[src/rtl/sfq_drv_pkg.sv]
// Shared definitions for the SFQ XOR-cell driver: FSM states and parameter sanity check.
package sfq_drv_pkg;

    typedef enum logic [3:0] {
        BOOT,
        IDLE,
        DATA_A,
        GAP_AB,
        DATA_B,
        GAP_CLK,
        CLK,
        WAIT_OUT,
        RESP
    } drv_state_t;

    function automatic bit gaps_ok(input int ab_gap, input int clk_gap, input int out_wait);
        return (ab_gap >= 1) && (clk_gap >= 1) && (out_wait >= 1);
    endfunction

endpackage

[src/rtl/sfq_toggle_line.sv]
// Single toggle-encoded pulse line: each fire flips the level; only reset returns it to 0.
module sfq_toggle_line (
    input  logic clk,
    input  logic rst,
    input  logic fire,
    output logic line
);

    always_ff @(posedge clk) begin
        if (rst) begin
            line <= 1'b0;
        end else if (fire) begin
            line <= ~line;
        end
    end

endmodule

[src/rtl/sfq_xor_driver.sv]
// Drives a toggle-encoded clocked XOR cell with spaced a/b/clk pulses and checks the
// decoded output against a XOR b, keeping a saturating mismatch count.
module sfq_xor_driver
    import sfq_drv_pkg::*;
#(
    parameter int AB_GAP   = 3,
    parameter int CLK_GAP  = 5,
    parameter int OUT_WAIT = 8,
    parameter int STARTUP  = 4,
    parameter int ERRW     = 16
) (
    input  logic            clk,
    input  logic            rst,
    input  logic            in_valid,
    output logic            in_ready,
    input  logic            in_a,
    input  logic            in_b,
    output logic            sfq_a,
    output logic            sfq_b,
    output logic            sfq_clk,
    input  logic            sfq_out,
    output logic            res_valid,
    input  logic            res_ready,
    output logic            res_bit,
    output logic            res_err,
    output logic [ERRW-1:0] err_count
);

    if (!gaps_ok(AB_GAP, CLK_GAP, OUT_WAIT)) begin : g_bad_params
        $error("sfq_xor_driver: AB_GAP, CLK_GAP and OUT_WAIT must all be >= 1");
    end

    // The toggle state itself is one pulse cycle, so each gap state lasts GAP-1 cycles
    // and is skipped entirely when the gap is 1.
    localparam drv_state_t AFTER_A    = (AB_GAP  > 1) ? GAP_AB  : DATA_B;
    localparam drv_state_t AFTER_DATA = (CLK_GAP > 1) ? GAP_CLK : CLK;

    drv_state_t  state;
    logic [31:0] cnt;
    logic        op_a;
    logic        op_b;
    logic        out_ref;
    logic        fire_a;
    logic        fire_b;
    logic        fire_clk;

    // When a&b is false, the b toggle shares the DATA_A cycle.
    always_comb begin
        fire_a   = 1'b0;
        fire_b   = 1'b0;
        fire_clk = 1'b0;
        case (state)
            DATA_A: begin
                fire_a = op_a;
                fire_b = op_b & ~op_a;
            end
            DATA_B:  fire_b   = op_b;
            CLK:     fire_clk = 1'b1;
            default: ;
        endcase
    end

    sfq_toggle_line u_line_a (
        .clk  (clk),
        .rst  (rst),
        .fire (fire_a),
        .line (sfq_a)
    );

    sfq_toggle_line u_line_b (
        .clk  (clk),
        .rst  (rst),
        .fire (fire_b),
        .line (sfq_b)
    );

    sfq_toggle_line u_line_clk (
        .clk  (clk),
        .rst  (rst),
        .fire (fire_clk),
        .line (sfq_clk)
    );

    always_ff @(posedge clk) begin
        if (rst) begin
            state     <= BOOT;
            cnt       <= '0;
            in_ready  <= 1'b0;
            res_valid <= 1'b0;
            res_bit   <= 1'b0;
            res_err   <= 1'b0;
            err_count <= '0;
            out_ref   <= sfq_out;
            op_a      <= 1'b0;
            op_b      <= 1'b0;
        end else begin
            case (state)
                BOOT: begin
                    if (cnt + 32'd1 >= 32'(STARTUP)) begin
                        cnt      <= '0;
                        in_ready <= 1'b1;
                        state    <= IDLE;
                    end else begin
                        cnt <= cnt + 32'd1;
                    end
                end
                IDLE: begin
                    if (in_valid && in_ready) begin
                        op_a     <= in_a;
                        op_b     <= in_b;
                        in_ready <= 1'b0;
                        state    <= DATA_A;
                    end
                end
                DATA_A: begin
                    cnt   <= '0;
                    state <= (op_a && op_b) ? AFTER_A : AFTER_DATA;
                end
                GAP_AB: begin
                    if (cnt + 32'd2 >= 32'(AB_GAP)) begin
                        cnt   <= '0;
                        state <= DATA_B;
                    end else begin
                        cnt <= cnt + 32'd1;
                    end
                end
                DATA_B: begin
                    cnt   <= '0;
                    state <= AFTER_DATA;
                end
                GAP_CLK: begin
                    if (cnt + 32'd2 >= 32'(CLK_GAP)) begin
                        cnt   <= '0;
                        state <= CLK;
                    end else begin
                        cnt <= cnt + 32'd1;
                    end
                end
                CLK: begin
                    cnt   <= '0;
                    state <= WAIT_OUT;
                end
                WAIT_OUT: begin
                    if (cnt + 32'd1 >= 32'(OUT_WAIT)) begin
                        cnt       <= '0;
                        res_bit   <= sfq_out ^ out_ref;
                        res_err   <= (sfq_out ^ out_ref) ^ (op_a ^ op_b);
                        out_ref   <= sfq_out;
                        res_valid <= 1'b1;
                        state     <= RESP;
                    end else begin
                        cnt <= cnt + 32'd1;
                    end
                end
                RESP: begin
                    if (res_ready) begin
                        res_valid <= 1'b0;
                        if (res_err && (err_count != '1)) begin
                            err_count <= err_count + ERRW'(1);
                        end
                        in_ready <= 1'b1;
                        state    <= IDLE;
                    end
                end
                default: begin
                    cnt   <= '0;
                    state <= BOOT;
                end
            endcase
        end
    end

endmodule

[config.mk]
export PLATFORM = sky130hd
export DESIGN_NAME = sfq_xor_driver
export DESIGN_NICKNAME = d
export VERILOG_FILES = /design/src/rtl/sfq_drv_pkg.sv /design/src/rtl/sfq_toggle_line.sv /design/src/rtl/sfq_xor_driver.sv
export SDC_FILE = /design/constraint.sdc
export NUM_CORES = 1
export LEC_CHECK = 0
export CORE_ASPECT_RATIO = 0.7
export CORE_UTILIZATION = 55
export DETAILED_ROUTE_END_ITERATION = 12
export PLACE_DENSITY = 0.75
export SYNTH_ARGS = -nofsm -noshare
export SYNTH_HDL_FRONTEND = slang
export SYNTH_HIERARCHICAL = 1
export SYNTH_SLANG_ARGS = --single-unit
[constraint.sdc]
create_clock -name clk -period 5.5 [get_ports clk]
set_input_delay 1.1 -clock clk [delete_from_list [all_inputs] [get_ports clk]]
set_output_delay 1.1 -clock clk [all_outputs]
set_load 0.01 [all_outputs]
==> results.sh, run 1 <==
export IMPL_power_static_leakage_nw=1.48
export IMPL_first_global_vias=3564
export IMPL_place_port_buffers=29
export IMPL_critical_path_startpoint="cnt[0]"
export IMPL_crit_top_cell="nand4_1"
export IMPL_cpLargestDelayFamily="simple AND/OR/NAND/NOR gates"
export IMPL_synthesis_instances=528
export IMPL_fraction_of_power_consumed_by_the_clock_network_pct=37.4
export IMPL_final_setup_viol_count=0
export IMPL_slowest_delay_ns=1.01
export IMPL_post_synth_instance_area_um2=4120
export IMPL_design_core_area_um2=7010
export IMPL_drt_wl_total_um=11400
export IMPL_cts_root_buf="clkbuf_8"
export IMPL_run_status="completed"
export IMPL_ys_warnings_count=6
export IMPL_cp_buffers_inverters=0
export IMPL_setup_tns_final_ns=0
export IMPL_synthToLayoutAreaGrowth_pct=9.63
export IMPL_detailed_place_area_um2=4350
export IMPL_multi_input_area_um2=2610
export IMPL_max_clock_freq_mhz=235
export IMPL_clock_sinks=62
export IMPL_remaining_drc_errors=0
export IMPL_insertedDiodeCount=0
export IMPL_post_cts_buffers=0
export IMPL_cts_hold_buffers=0
export IMPL_wl_per_cell_um=18.1
export IMPL_grt_first_pass_wirelength_um=18300
export IMPL_synth_edff_count=1
export IMPL_cts_resized_gates=0
export IMPL_post_layout_total_power_w=0.000922
export IMPL_grt_overflow_total=0
export IMPL_power_density_nw_per_um2=204
export IMPL_slew_at_the_pin_closest_to_its_max_slew_limit_ns=1.12
export IMPL_worst_ir_drop_vdd_v=0.000157
export IMPL_holdCritPathClass="reg2reg"
export IMPL_r2r_start="cnt[0]"
export IMPL_path_max_fanout=13
export IMPL_synth_cell_type_count=67
export IMPL_floorplan_io_pins=30
export IMPL_synth_ff_type="dfxtp_1"
export IMPL_grt_start_max_net_pins=59
export IMPL_fin_nets=541
export IMPL_netlist_top_cell_by_area="dfxtp_1"
export IMPL_drv_cap=0
export IMPL_worstPathArrival_ns=4.53
export IMPL_filler_cell_count_in_the_final_layout=631
export IMPL_finClkSkew_ns=0.00624
export IMPL_cts_reportedPaths_clkPinSlew_ns=0.07
export IMPL_routed_via_count=3959
export IMPL_cts_buffers=9
export IMPL_post_drt_via_cell_ratio=6.32
export IMPL_p_sw_w=0.000262
export IMPL_critPathRequiredTime_ns=5.78
export IMPL_timing_critical_path_slowest_stage_cell="nor4_1"
export IMPL_criticalPathCategory="reg2reg"
export IMPL_dieArea_um2=7850
export IMPL_die_x_extent_um=105
export IMPL_clk_insertion_delay_late_ns=0.35
export IMPL_finish_instance_area_um2=4520
export IMPL_hold_viol_final=0
export IMPL_power_report_internal_total_w=0.000661
export IMPL_critPathLaunchType="flop"
export IMPL_postSynth_asyncResetShare_pct=0
export IMPL_worst_slew_margin_rel_pct=24.4
export IMPL_pwr_share_comb_pct=10.7
export IMPL_postSynthAreaPerCell_um2=7.80
export IMPL_detail_route_iter0_violations=286
export IMPL_start_util_pct=58.8
export IMPL_endpoint_type_of_the_worst_setup_path="flop"
export IMPL_first_pass_iters=5
export IMPL_place_detailed_hpwl_um=8480
export IMPL_p_sw_share_pct=28.4
export IMPL_timing_final_crit_share_pct=77.3
export IMPL_cts_tree="yes"
export IMPL_path_cells="ha_1 -> nand3_1 -> nor4_1 -> nand4_1 -> a211oi_2 -> nand4_1 -> nor4b_4 -> o21ai_2 -> a21oi_1"
export IMPL_regArea_um2=1250
export IMPL_h_tree_depth=3
export IMPL_worst_hold_startpoint="err_count[9]"
export IMPL_synth_area_top_cells="dfxtp_1 30%, nand2_1 5.8%, a21oi_2 4.3%"
export IMPL_clockBufferDepth=2
export IMPL_unrepaired_setup_endpoints_after_global_routing="false"
export IMPL_synth_seq_area_share_pct=30.4
export IMPL_fp_row_count=25
export IMPL_maxSlewViolCount=0
export IMPL_gp_congestion=0.947
export IMPL_min_period_ns=4.25
export IMPL_post_route_cells_drive_above_1_share_pct=10.9
export IMPL_grtUsageTotal_pct=30.6
export IMPL_die_height_um=74.4
export IMPL_synth_nets=542
export IMPL_antenna_left=0
export IMPL_power_share_sequential_pct=51.8
export IMPL_grt_antenna_before_repair=0
export IMPL_ys_seq_elements=62
export IMPL_synth_top_cell_area_share_pct=29.6
kinds of logic after synthesis:
group	count (synthesis)	share of synthesized area, %
buffers and inverters	59	6.32
XOR/XNOR	28	5.95
AO/OA/AOI/OAI	118	20.8
adder cells (fa/ha/maj)	7	2.13
flip-flops	62	30.4
AND/OR/NAND/NOR	242	31.4
multiplexers	12	3.01
area by class of cell:
| class | instances | share of cell area (%) |
|---|---|---|
| Timing Repair Buffer | 33 | 6.98 |
| Multi-Input combinational cell | 407 | 57.9 |
| Clock buffer | 11 | 2.91 |
| Clock inverter | 5 | 0.776 |
| Sequential cell | 62 | 27.7 |
| Tap cell | 94 | 2.60 |
| Inverter | 14 | 1.16 |
worst min-delay path: cells and delay by family, from the launching register on:
kind,cells,cell delay [ns]
compound gates,2,0.14
flops,1,0.33
state kept, by name, summed over array words and instances (netlist names):
name             flops
cnt                 32
err_count           16
in_ready             1
op_a                 1
op_b                 1
out_ref              1
res_bit              1
res_err              1
res_valid            1
state                4
u_line_a/line        1
u_line_b/line        1
u_line_clk/line      1
final timing paths:
path | end | slack, ns | cells past startpoint
max | cnt[12] | 1.25 | 9
min | err_count[9] | 0.51 | 2
max reg2reg | cnt[12] | 1.25 | 9
min reg2reg | err_count[9] | 0.51 | 2
power by group through the flow:
stage / Sequential (W) / Combinational [W] / Clock [W]
after global routing: 0.000479 / 0.000111 / 0.000371
final: 0.000478 / 0.0000991 / 0.000345
after global placement: 0.000487 / 0.0000966 / 0
after CTS: 0.000477 / 0.0000978 / 0.000353
after floorplan: 0.000480 / 0.0000728 / 0
after detailed placement: 0.000488 / 0.0000968 / 0
synthesized netlist by cell type (all sizes together), types with 7 or more instances:
library cell / instances
a21oi: 38
buf: 20
clkbuf: 25
dfxtp: 61
ha: 7
inv: 14
mux2i: 9
nand2: 64
nand3: 21
nand4: 29
nor2: 44
nor3: 18
nor4: 21
o21ai: 26
or3: 10
xnor2: 14
xor2: 14
layout by cell type (no fill, tap or decap), drive strengths merged, types with 3 or more instances in the layout:
cell | Yosys | final
a211oi | 5 | 5
a21boi | 6 | 6
a21o | 3 | 3
a21oi | 38 | 38
a221oi | 3 | 3
a22oi | 3 | 3
a31oi | 3 | 3
and3 | 5 | 5
buf | 20 | 5
clkbuf | 25 | 11
clkdlybuf4s50 | 0 | 28
clkinv | 0 | 3
dfxtp | 61 | 61
ha | 7 | 7
inv | 14 | 15
mux2 | 3 | 3
mux2i | 9 | 9
nand2 | 64 | 64
nand2b | 5 | 5
nand3 | 21 | 21
nand4 | 29 | 29
nor2 | 44 | 44
nor2b | 5 | 5
nor3 | 18 | 18
nor4 | 21 | 21
nor4b | 4 | 4
o211ai | 3 | 3
o21ai | 26 | 26
o31a | 5 | 5
or2 | 4 | 4
or3 | 10 | 10
or4 | 3 | 3
xnor2 | 14 | 14
xor2 | 14 | 14
metal layers:
| metal | wire [um] | track usage [%] | vias up |
|---|---|---|---|
| li1 | - | - | 1924 |
| met2 | 4630 | 43.2 | 188 |
| met5 | 0 | 0 | - |
| met4 | 136 | 8.14 | 0 |
| met3 | 1290 | 13.4 | 16 |
| met1 | 5300 | 42.2 | 1831 |
stage by stage:
step                      cells  utilization, %  hold WS (ns)  setup WS [ns]
after detailed placement    610            62.1         0.502           1.45
final                       626            64.5         0.511           1.25
after floorplan             528               -         0.489           2.55
after global placement      610            62.1         0.480           1.62
after global routing        626            64.5         0.550          0.997
after CTS                   626            64.5         0.514           1.42
No activity file was read; power rests on OpenSTA's default activity.
==> run 2, diff against run 1 <==
Settings changed: CORE_UTILIZATION 55 to 54, PLACE_DENSITY 0.75 to 0.77.
Clock period 5.5 ns to 3.5 ns, I/O delays scaled along.
==> results.sh, run 2 (same netlist as run 1, synthesis figures left out) <==
export IMPL_first_global_vias=3654
export IMPL_antenna_left=0
export IMPL_place_detailed_hpwl_um=8850
export IMPL_drv_cap=0
export IMPL_die_x_extent_um=106
export IMPL_post_drt_via_cell_ratio=6.43
export IMPL_cts_tree="yes"
export IMPL_timing_final_crit_share_pct=92.4
export IMPL_max_clock_freq_mhz=309
export IMPL_regToRegEndpoint="cnt[29]"
export IMPL_detail_route_iter0_violations=490
export IMPL_worst_slew_margin_rel_pct=54.0
export IMPL_grt_overflow_total=0
export IMPL_remaining_drc_errors=0
export IMPL_worst_ir_drop_vdd_v=0.000178
export IMPL_place_port_buffers=29
export IMPL_final_cell_mix="64 x nand2_1, 60 x dfxtp_1, 44 x nor2_1"
export IMPL_clk_insertion_delay_late_ns=0.34
export IMPL_fin_nets=578
export IMPL_floorplan_io_pins=30
export IMPL_first_pass_iters=5
export IMPL_synthToLayoutAreaGrowth_pct=17.4
export IMPL_design_core_area_um2=7350
export IMPL_finClkSkew_ns=0.00590
export IMPL_clockBufferDepth=2
export IMPL_worstPathArrival_ns=3.50
export IMPL_cts_buffers=9
export IMPL_grt_antenna_before_repair=0
export IMPL_routed_via_count=4291
export IMPL_endpoint_type_of_the_worst_setup_path="flop"
export IMPL_power_static_leakage_nw=1.69
export IMPL_post_route_cells_drive_above_1_share_pct=17.0
export IMPL_start_util_pct=56.0
export IMPL_detailed_place_area_um2=4660
export IMPL_power_density_nw_per_um2=308
export IMPL_hold_slack_ns=0.505
export IMPL_gp_congestion=1.01
export IMPL_gr_usage_met1_pct=44.8
export IMPL_die_height_um=75.1
export IMPL_worstSetupEndpoint="cnt[29]"
export IMPL_grtUsageTotal_pct=30.4
export IMPL_grt_start_max_net_pins=53
export IMPL_post_layout_total_power_w=0.00149
export IMPL_layout_cells_most_common="nand2_1"
export IMPL_cts_root_buf="clkbuf_8"
export IMPL_run_status="completed"
export IMPL_wl_per_cell_um=17.8
export IMPL_critPathRequiredTime_ns=3.77
export IMPL_maxSlewViolCount=0
export IMPL_insertedDiodeCount=0
export IMPL_hold_viol_final=0
export IMPL_fp_row_count=26
export IMPL_final_setup_viol_count=0
export IMPL_r2r_start="cnt[1]"
export IMPL_finish_instance_area_um2=4840
export IMPL_clock_sinks=62
export IMPL_critical_path_startpoint="cnt[1]"
export IMPL_r2r_slack_ns=0.26
export IMPL_timing_reg2reg_worst_path_depth=10
export IMPL_unrepaired_setup_endpoints_after_global_routing="false"
export IMPL_globalRouteMet3Util_pct=9.52
export IMPL_critPathLaunchType="flop"
export IMPL_setup_tns_final_ns=0
export IMPL_slew_at_the_pin_closest_to_its_max_slew_limit_ns=0.690
export IMPL_dieArea_um2=7990
export IMPL_gr_max_usage_layer="met1"
export IMPL_h_tree_depth=3
export IMPL_grt_first_pass_wirelength_um=18800
export IMPL_biggest_regs="cnt (32), err_count (16), state (4)"
export IMPL_largest_register_ff_count=32
export IMPL_cts_reportedPaths_clkPinSlew_ns=0.07
export IMPL_max_flop_register="cnt"
export IMPL_drt_wl_total_um=11900
export IMPL_path_max_fanout=14
export IMPL_min_period_ns=3.24
export IMPL_grtUsageMet2_pct=42.4
export IMPL_criticalPathCategory="reg2reg"
export IMPL_holdCritPathClass="reg2reg"
-- run 2: changes by cell type in the layout (fill, tap and decap cells not counted), sizes merged --
cell,delta
clkinv,+1
inv,-1
buf,+37
-- run 2: stage by stage --
step / setup slack [ns] / utilization [%] / instances
2_1_floorplan: 0.549 / - / 528
3_3_place_gp: 0.295 / 63.4 / 651
3_5_place_dp: 0.228 / 63.4 / 651
4_1_cts: 0.196 / 65.8 / 667
5_1_grt: 0.0997 / 65.8 / 667
6_report: 0.265 / 65.8 / 667
-- run 2: timing repair --
item	4_1_cts	5_1_grt
setup buffers	0	0
setup endpoints to repair	0	8
hold buffers	0	0
resized for setup	0	1
-- run 2: worst min-delay path by stage --
| stage | from | to | slack (ns) | depth (start not counted) |
|---|---|---|---|---|
| 3_3_place_gp | res_bit | res_bit | 0.48 | 2 |
| 4_1_cts | res_bit | res_bit | 0.51 | 2 |
| 2_1_floorplan | cnt[31] | cnt[31] | 0.49 | 2 |
| 3_5_place_dp | res_bit | res_bit | 0.50 | 2 |
| 5_1_grt | res_bit | res_bit | 0.54 | 2 |
| 6_report | res_bit | res_bit | 0.50 | 2 |
-- run 2: metal layers --
metal / up-vias / wire [um]
li1: 1997 / -
met1: 2017 / 5360
met2: 258 / 4910
met3: 19 / 1500
met4: 0 / 125
met5: - / 0
-- run 2: report_power, final --
part,switching [W],leakage [nW],internal [W]
clock,0.000288,0.0893,0.000276
combinational,0.000104,1.10,0.0000733
sequential,0.0000275,0.502,0.000722
-- run 2: worst max-delay path: stages (launching register included) --
cell	delay, ns
dfxtp_2	0.43
ha_1	0.21
nand3_1	0.21
or4_1	0.65
o41ai_1	0.47
nand4_1	0.30
nor4b_4	0.34
buf_4	0.17
o21ai_2	0.08
buf_12	0.16
a21oi_2	0.13
-- run 2: final cells by class --
type                    count  area [um^2]
repair buffers             70          618
clock buffers              11          141
multi-input cells         407         2610
well taps                  98          123
flip-flops and latches     62         1250
fillers                   638         2520
inverters                  14         52.6
clock inverters             5         35.0
==> run 3, diff against run 2 <==
Settings changed: CTS_CLUSTER_SIZE set to 30.
==> results of run 3 <==
Final layout, timing and power as in run 2 (identical DEF).
